File: src/rtl/gmii_pkg.sv
// Shared types and constants for the GMII transmit framer and related CRC logic.
package gmii_pkg;

  typedef enum logic [3:0] {
    ST_IDLE,
    ST_PRE,
    ST_SFD,
    ST_DATA,
    ST_PAD,
    ST_FCS,
    ST_ABORT,
    ST_DRAIN,
    ST_IFG
  } state_t;

  localparam logic [7:0]  PREAMBLE_BYTE = 8'h55;
  localparam logic [7:0]  SFD_BYTE      = 8'hD5;
  localparam logic [31:0] CRC_INIT      = 32'hFFFF_FFFF;
  localparam logic [31:0] CRC_POLY_REFL = 32'hEDB8_8320;
  localparam logic [31:0] CRC_RESIDUE   = 32'hDEBB_20E3;

  localparam int PRE_BYTES = 7;
  localparam int FCS_BYTES = 4;

  // Select one byte of the inverted CRC; FCS goes out least significant byte first.
  function automatic logic [7:0] fcs_byte(input logic [31:0] crc, input logic [1:0] idx);
    logic [31:0] fcs;
    logic [7:0]  b;
    fcs = ~crc;
    case (idx)
      2'd0:    b = fcs[7:0];
      2'd1:    b = fcs[15:8];
      2'd2:    b = fcs[23:16];
      default: b = fcs[31:24];
    endcase
    return b;
  endfunction

endpackage

File: src/rtl/gmii_tx_framer_if.sv
// Byte stream carrying one Ethernet frame per packet (destination MAC to last payload byte).
interface gmii_tx_framer_if;

  logic [7:0] data;
  logic       valid;
  logic       last;
  logic       ready;

  modport master (output data, output valid, output last, input ready);
  modport slave  (input data, input valid, input last, output ready);

endinterface

File: src/rtl/crc32_d8.sv
// Combinational byte-wide step of the reflected Ethernet CRC-32 (LSB of data first).
// No init or final inversion here so the receive checker can reuse it unchanged.
module crc32_d8
  import gmii_pkg::*;
(
  input  logic [31:0] crc_in,
  input  logic [7:0]  data,
  output logic [31:0] crc_out
);

  // Fold the byte into the low bits, then shift the LFSR eight times.
  always_comb begin
    logic [31:0] c;
    c = crc_in ^ {24'h0, data};
    for (int i = 0; i < 8; i++) begin
      c = c[0] ? ((c >> 1) ^ CRC_POLY_REFL) : (c >> 1);
    end
    crc_out = c;
  end

endmodule

File: src/rtl/gmii_tx_framer.sv
// GMII transmit framer: adds preamble/SFD, pads to minimum length, appends FCS,
// enforces inter-frame gap and aborts frames on underrun or oversize.
//
// The state register runs one cycle ahead of the pins: whatever a state decides
// is registered into txd/txen/txer and shows up on the following cycle. That is
// why the IDLE->PRE transition already emits the first preamble byte, and why
// the ABORT state coincides with the single TXER cycle on the pins.
module gmii_tx_framer
  import gmii_pkg::*;
#(
  parameter int IFG_BYTES = 12,
  parameter int MIN_DATA  = 60,
  parameter int MAX_DATA  = 1514
) (
  input  logic              clk,
  input  logic              rst,
  gmii_tx_framer_if.slave   s,
  output logic [7:0]        txd,
  output logic              txen,
  output logic              txer,
  output logic              busy,
  output logic [15:0]       frame_cnt,
  output logic [15:0]       abort_cnt
);

  // The first preamble byte comes from the IDLE transition, so PRE covers the rest.
  localparam logic [7:0]  PRE_LAST = 8'(PRE_BYTES - 2);
  localparam logic [7:0]  FCS_LAST = 8'(FCS_BYTES - 1);
  localparam logic [7:0]  IFG_LAST = 8'(IFG_BYTES - 1);
  localparam logic [10:0] MIN_CNT  = 11'(MIN_DATA);
  localparam logic [10:0] MAX_CNT  = 11'(MAX_DATA);

  state_t      state, state_nxt;
  logic [31:0] crc, crc_nxt, crc_step;
  logic [7:0]  crc_data;
  logic [10:0] byte_cnt, byte_cnt_nxt;
  logic [7:0]  cyc_cnt, cyc_cnt_nxt;
  logic [7:0]  txd_nxt;
  logic        txen_nxt;
  logic        txer_nxt;
  logic [15:0] frame_cnt_nxt, abort_cnt_nxt;
  logic        ready_int;

  // Ready depends on state alone so the upstream valid never loops back into it.
  assign ready_int = (state == ST_DATA) || (state == ST_DRAIN);
  assign s.ready   = ready_int;
  assign busy      = (state != ST_IDLE);

  // Pad bytes are zero; only DATA feeds stream bytes into the CRC.
  assign crc_data = (state == ST_DATA) ? s.data : 8'h00;

  crc32_d8 u_crc (
    .crc_in  (crc),
    .data    (crc_data),
    .crc_out (crc_step)
  );

  // State, counters, CRC and the registered GMII pins; reset truncates any frame in flight.
  always_ff @(posedge clk) begin
    if (rst) begin
      state     <= ST_IDLE;
      crc       <= CRC_INIT;
      byte_cnt  <= 11'd0;
      cyc_cnt   <= 8'd0;
      txd       <= 8'h00;
      txen      <= 1'b0;
      txer      <= 1'b0;
      frame_cnt <= 16'd0;
      abort_cnt <= 16'd0;
    end else begin
      state     <= state_nxt;
      crc       <= crc_nxt;
      byte_cnt  <= byte_cnt_nxt;
      cyc_cnt   <= cyc_cnt_nxt;
      txd       <= txd_nxt;
      txen      <= txen_nxt;
      txer      <= txer_nxt;
      frame_cnt <= frame_cnt_nxt;
      abort_cnt <= abort_cnt_nxt;
    end
  end

  // Next-state and next-pin decisions for every framer state.
  always_comb begin
    state_nxt     = state;
    crc_nxt       = crc;
    byte_cnt_nxt  = byte_cnt;
    cyc_cnt_nxt   = cyc_cnt;
    txd_nxt       = 8'h00;
    txen_nxt      = 1'b0;
    txer_nxt      = 1'b0;
    frame_cnt_nxt = frame_cnt;
    abort_cnt_nxt = abort_cnt;

    case (state)
      ST_IDLE: begin
        if (s.valid) begin
          state_nxt   = ST_PRE;
          cyc_cnt_nxt = 8'd0;
          txd_nxt     = PREAMBLE_BYTE;
          txen_nxt    = 1'b1;
        end
      end

      ST_PRE: begin
        txd_nxt  = PREAMBLE_BYTE;
        txen_nxt = 1'b1;
        if (cyc_cnt == PRE_LAST) begin
          state_nxt = ST_SFD;
        end else begin
          cyc_cnt_nxt = cyc_cnt + 8'd1;
        end
      end

      ST_SFD: begin
        txd_nxt      = SFD_BYTE;
        txen_nxt     = 1'b1;
        crc_nxt      = CRC_INIT;
        byte_cnt_nxt = 11'd0;
        state_nxt    = ST_DATA;
      end

      ST_DATA: begin
        txen_nxt = 1'b1;
        if (!s.valid) begin
          txer_nxt  = 1'b1;
          state_nxt = ST_ABORT;
        end else if ((byte_cnt == MAX_CNT) && !s.last) begin
          // The offending byte is consumed but replaced by the error marker.
          txer_nxt  = 1'b1;
          state_nxt = ST_ABORT;
        end else begin
          txd_nxt      = s.data;
          crc_nxt      = crc_step;
          byte_cnt_nxt = byte_cnt + 11'd1;
          if (s.last) begin
            cyc_cnt_nxt = 8'd0;
            state_nxt   = ((byte_cnt + 11'd1) < MIN_CNT) ? ST_PAD : ST_FCS;
          end
        end
      end

      ST_PAD: begin
        txen_nxt     = 1'b1;
        crc_nxt      = crc_step;
        byte_cnt_nxt = byte_cnt + 11'd1;
        if ((byte_cnt + 11'd1) >= MIN_CNT) begin
          cyc_cnt_nxt = 8'd0;
          state_nxt   = ST_FCS;
        end
      end

      ST_FCS: begin
        txen_nxt = 1'b1;
        txd_nxt  = fcs_byte(crc, cyc_cnt[1:0]);
        if (cyc_cnt == FCS_LAST) begin
          frame_cnt_nxt = frame_cnt + 16'd1;
          cyc_cnt_nxt   = 8'd0;
          state_nxt     = ST_IFG;
        end else begin
          cyc_cnt_nxt = cyc_cnt + 8'd1;
        end
      end

      ST_ABORT: begin
        state_nxt = ST_DRAIN;
      end

      ST_DRAIN: begin
        if (s.valid && s.last) begin
          abort_cnt_nxt = abort_cnt + 16'd1;
          cyc_cnt_nxt   = 8'd0;
          state_nxt     = ST_IFG;
        end
      end

      ST_IFG: begin
        if (cyc_cnt == IFG_LAST) begin
          state_nxt = ST_IDLE;
        end else begin
          cyc_cnt_nxt = cyc_cnt + 8'd1;
        end
      end

      default: begin
        state_nxt = ST_IDLE;
      end
    endcase
  end

endmodule

File: src/flat_wrapper.sv
// flat-port wrapper written by rule: the top's interface ports become plain ports
module gmii_tx_framer_flat import gmii_pkg::*;
#(
  parameter int IFG_BYTES = 12,
  parameter int MIN_DATA  = 60,
  parameter int MAX_DATA  = 1514
)
  (clk, rst, txd, txen, txer, busy, frame_cnt, abort_cnt, s_data, s_valid, s_last, s_ready);
  gmii_tx_framer_if s_i ();
  input  logic clk;
  input  logic rst;
  output logic [7:0] txd;
  output logic txen;
  output logic txer;
  output logic busy;
  output logic [15:0] frame_cnt;
  output logic [15:0] abort_cnt;
  input wire logic [$bits(s_i.data)-1:0] s_data;
  input wire logic [$bits(s_i.valid)-1:0] s_valid;
  input wire logic [$bits(s_i.last)-1:0] s_last;
  output wire logic [$bits(s_i.ready)-1:0] s_ready;
  assign s_i.data = s_data;
  assign s_i.valid = s_valid;
  assign s_i.last = s_last;
  assign s_ready = s_i.ready;
  gmii_tx_framer #(.IFG_BYTES(IFG_BYTES), .MIN_DATA(MIN_DATA), .MAX_DATA(MAX_DATA)) u_core (.clk(clk), .rst(rst), .s(s_i), .txd(txd), .txen(txen), .txer(txer), .busy(busy), .frame_cnt(frame_cnt), .abort_cnt(abort_cnt));
endmodule
File: config.mk
export PLATFORM = sky130hd
export DESIGN_NAME = gmii_tx_framer_flat
export DESIGN_NICKNAME = d
export VERILOG_FILES = /design/src/rtl/gmii_pkg.sv /design/src/rtl/gmii_tx_framer_if.sv /design/src/rtl/crc32_d8.sv /design/src/rtl/gmii_tx_framer.sv /design/src/flat_wrapper.sv
export SDC_FILE = /design/constraint.sdc
export NUM_CORES = 1
export LEC_CHECK = 0
export BUFFER_PORTS_ARGS = -buffer_cell sky130_fd_sc_hd__buf_2
export CORE_UTILIZATION = 50
export DETAILED_ROUTE_END_ITERATION = 7
export GPL_TIMING_DRIVEN = 0
export PLACE_DENSITY = 0.71
export SYNTH_ARGS = -nofsm -noshare
export SYNTH_HDL_FRONTEND = slang
export SYNTH_SLANG_ARGS = --single-unit
File: constraint.sdc
create_clock -name clk -period 2.8 [get_ports clk]
set_input_delay 0.28 -clock clk [delete_from_list [all_inputs] [get_ports clk]]
set_output_delay 0.28 -clock clk [all_outputs]
set_load 0.01 [all_outputs]
Word level (Yosys, flattened, before mapping). Index checks and enable logic that the tools add are counted.

Register bits after elaboration: 97. Output and inout bits: 44. Bits of input ports: 12.

Reduce and logical (&&, ||, !) cells: 16. Multiplexer cells: 45. Equality and inequality tests: 26. Add/subtract/negate cells: 4. Bitwise operators: 11. Magnitude comparators: 2.

Operators with widths (number): $mux 32 (10); $not 13->14 (8); $mux 8 (12); $pmux 32 s3 (1); $pmux 8 s7 (1); $pmux 8 s5 (1); $mux 4 (9); $pmux 4 s9 (1); $pmux 11 s3 (1); $add 16x1->16 const B (2); $not 32->32 (1); $xor 32x8->32 (1); $pmux 8 s3 (1); $mux 11 (2); $eq 4x3->1 const B (4); $ne 2x2->1 const B (7); $add 11x1->11 const B (1); $eq 11x11->1 const B (1); $ge 11x6->1 const B (1); $lt 11x6->1 const B (1); $reduce_and 9->1 (1); $add 8x1->8 const B (1); $eq 4x2->1 const B (2); $eq 8x2->1 const B (1); 25 further kinds (33).

Logic depth before layout (Yosys ltp).
Depth in word-level cells: 22. Mapped depth: 10. Gate-level depth less buffers: 8.

Hierarchy. Synthesis repeated with hierarchy kept, for this count alone.

Cells, all modules: 661. Area, all modules: 5873.1 sq um.

Modules (own cells, without submodules): gmii_tx_framer (instances 1, area an instance 5104.9 sq um, cells each 591); crc32_d8 (instances 1, area an instance 768.2 sq um, cells each 70).

Worst setup path after synthesis. OpenSTA, ideal clock, no wires.

Path kind: reg2reg. Start point: register u_core.byte_cnt[1]. End point: register u_core.state[1]. Clock period less this slack: 2.476 ns. Path slack: 0.324 ns. Cell stages (with the launch flop): 9. Required time: 2.679 ns. Arrival: 2.355 ns. Library setup time: 0.121 ns. Cell sequence: dfxtp_1 -> ha_1 -> nor4bb_1 -> a31oi_1 -> and2_1 -> clkbuf_1 -> nor2b_1 -> or4_4 -> mux2_4.

Word-level cells in the longest chain between the ends: 5. Elaborated cells between the ends (all ways): 10. Classes of those cells: add/sub: 1; order compare: 1; eq/ne: 3; mux: 3; reduce/logical: 2.

RTL lines: start: declaration (line gmii_tx_framer.sv:36) `logic [10:0] byte_cnt, byte_cnt_nxt;`; start signal: assignment (line gmii_tx_framer.sv:73) `byte_cnt <= byte_cnt_nxt;`; branches (longest 5 deep; another with $add 11x1->11); end signal: assignment (line gmii_tx_framer.sv:71) `state <= state_nxt;`; end: declaration (line gmii_tx_framer.sv:33) `state_t state, state_nxt;`.

Several ways; the timed one is not identified. A chain may end at the register's enable or synchronous reset.

Final worst setup path.
Start point: register u_core.byte_cnt[0]. End point: register u_core.state[1].

Same word-level chain as after synthesis.

==> out/qor.yml <==
ys_ff_latch: 97
port_buffers: 55
synth_largest_area_cell: "dfxtp_1"
die-area_um2: 12100
hp-start: "s_data[5]"
cts.htree.levels: 3
maxCapViolCount: 0
drt_iter0_drc: 426
crit_chain: "inv_1 > ha_1 > nor4bb_2 > a31oi_2 > and2_1 > nor2b_1 > or4_4 > mux2_4"
grtUsageTotal_pct: 27.4
n_antenna_cell: 0
top_layer_used: "met4"
postSynthCellCount: 662
final_cell_mix: "dfxtp_1 (96), buf_2 (65), nor2_1 (64), nand2_1 (53), a21oi_1 (43)"
slowest_delay_ps: 560
tns_ps: 0
end_kind: "flop"
wl_per_cell_um: 18.0
place_inst: 857
rr_worst_depth: 8
via_per_inst: 6.00
cp.arrival_ps: 2960
synth_area_leaders: "dfxtp_1 (33%), xnor3_1 (7.0%), xnor2_1 (4.8%)"
cts_root_buffer: "clkbuf_16"
final_common_cell: "dfxtp_1"
syn_nets: 682
critPathSlowestCell: "or4_4"
synth-edff-count: 0
finalMaxSlewViolations: 0
place_area_um2: 6260
r2r-start: "u_core.byte_cnt[0]$_SDFFE_PP0P_"
worstPathRequired_ps: 3050
timing_worst_setup_path_type: "flop to flop"
grt_pass1_vias: 4926
fp-row-count: 38
grt-ovfl-total: 0
vias: 5264
start_util_pct: 52.4
clkLatencyLatePin_ps: 360
globalplace.congestion: 0.923
totalPowerFinal_mw: 4.13
worstMarginPinSlew_ps: 962
cts_tree: "built"
synth_cell_type_count: 75
synth_top_area_share_pct: 33.4
cp-endpoint: "u_core.state[1]$_SDFFE_PP0P_"
core_area_um2: 11100
synthFlopType: "dfxtp_1"
syn_to_final_growth_pct: 14.5
clkSinkCount: 97
drive_gt1_share_pct: 15.7
fill_cells: 983
ys.warnings.count: 0
met2_length_um: 7170
drt-pass1-iter-count: 5
skew_ps: 11.1
met3_length_um: 1210
max_slew_margin_pct: 35.4
ctsHoldBuffers: 0
wl_met1_um: 7010
synthArstFlopShare_pct: 0
nets: 752
wirelength_um: 15800
power.density_nw_per_um2: 621
cp-startpoint: "u_core.byte_cnt[0]$_SDFFE_PP0P_"
syn-cell-area_um2: 5810
boundaryPins: 56
fp.dieW_um: 110
cts_buffers: 9
power.leakage_nw: 2.60
r2r_end: "u_core.state[1]$_SDFFE_PP0P_"
hold_violations: 0
hpwlAfterDp_um: 11200
die_h_um: 110
grt_max_degree: 17
finalInstanceArea_um2: 6650
rrSetupSlack_ps: 80
peakVddDrop_v: 0.000520
postRouteAntennaNets: 0
clock_tree.buffer_depth: 2
setup_viol: 0
fmax_ghz: 0.368
synth.avg_cell_area_um2: 8.78
holdCritPathClass: "primary input to flop"
path_max_fanout: 9
min_period_over_period_pct: 97.0
yosysSeqAreaShare_pct: 33.4
grt_pass1_wl_um: 24800
antenna_found_initial: 0
stdcell_count: 877
worst_hold_slack_ps: 190
clk_pin_slew_ps: 70
status: "finished, final reports clean"
period_needed_ps: 2720
worst_setup_path_start_kind: "flop"
route.detailed.drc: 0
[layout make-up]
class | instances | area, um2 | share of cell area [%]
Sequential cell | 97 | 1940 | 29.2
Inverter | 18 | 67.6 | 1.02
Clock buffer | 11 | 243 | 3.65
Clock inverter | 5 | 63.8 | 0.960
Timing Repair Buffer | 60 | 313 | 4.70
Buffer | 37 | 156 | 2.35
Tap cell | 140 | 175 | 2.63
Multi-Input combinational cell | 509 | 3690 | 55.5
[metrics by stage]
stage	setup WS, ps	utilization, %
6_report	83.7	60.0
5_1_grt	-4.62	60.0
4_1_cts	0.553	59.4
3_5_place_dp	-185	56.5
3_3_place_gp	-190	56.5
2_1_floorplan	324	-
[per-layer routing]
| metal | up-vias | track usage (%) |
|---|---|---|
| met2 | 221 | 42.3 |
| met3 | 28 | 6.11 |
| met1 | 2488 | 36.6 |
| li1 | 2527 | - |
| met4 | 0 | 11.9 |
| met5 | - | 0 |
[sequential cells by signal (all words and copies together), names as in the netlist]
register,count
u_core.txen,1
u_core.abort_cnt,16
u_core.cyc_cnt,8
u_core.txd,8
u_core.crc,32
u_core.txer,1
u_core.frame_cnt,16
u_core.state,4
u_core.byte_cnt,11
[cell usage after synthesis (8+ instances only)]
library cell,number
inv_1,15
nor2b_1,8
a31oi_1,9
nand3_1,12
nand2b_1,25
ha_1,8
o21ai_1,9
o21ai_0,17
xnor3_1,18
a21oi_1,44
buf_2,10
o22ai_1,22
nand4_1,15
or3_1,17
xor2_1,25
and3_1,11
clkbuf_1,26
dfxtp_1,97
nand2_1,53
nor2_1,66
xnor2_1,32
[where the power goes]
| part | total [mW] | internal (mW) | switching (mW) |
|---|---|---|---|
| Clock | 1.29 | 0.724 | 0.564 |
| Sequential | 1.50 | 1.45 | 0.0462 |
| Combinational | 1.34 | 0.532 | 0.809 |
[timing repair]
item / CTS / global route
setup endpoints to repair: 9 / 23
gates resized for setup: 3 / 14
pin swaps: 0 / 2
setup buffers: 0 / 5
[critical path, delay by kind of cell, from the launching register on]
kind	cells	cell delay [ps]
AO/OA/AOI/OAI	1	190
adder cells (fa/ha/maj)	1	170
multiplexers	1	320
buffers and inverters	1	80
flip-flops	1	380
AND/OR/NAND/NOR	4	1470
[worst min path at each step]
stage / to / depth (start not counted)
finish: u_core.txd[5]$_SDFF_PP0_ / 3
global route: u_core.txd[3]$_SDFF_PP0_ / 3
CTS: u_core.txd[5]$_SDFF_PP0_ / 3
detailed placement: u_core.crc[23]$_SDFFE_PP1P_ / 1
global placement: u_core.crc[23]$_SDFFE_PP1P_ / 1
floorplan: u_core.txd[1]$_SDFF_PP0_ / 2
[cell families after synthesis]
family	Yosys count	share of synthesized area (%)
simple gates	254	23.5
compound gates	160	18.0
flops	97	33.4
xor+xnor	83	18.8
buf+inv	56	3.83
fa+ha+maj	8	1.72
mux	4	0.775
(Power assumes the default switching activity.)
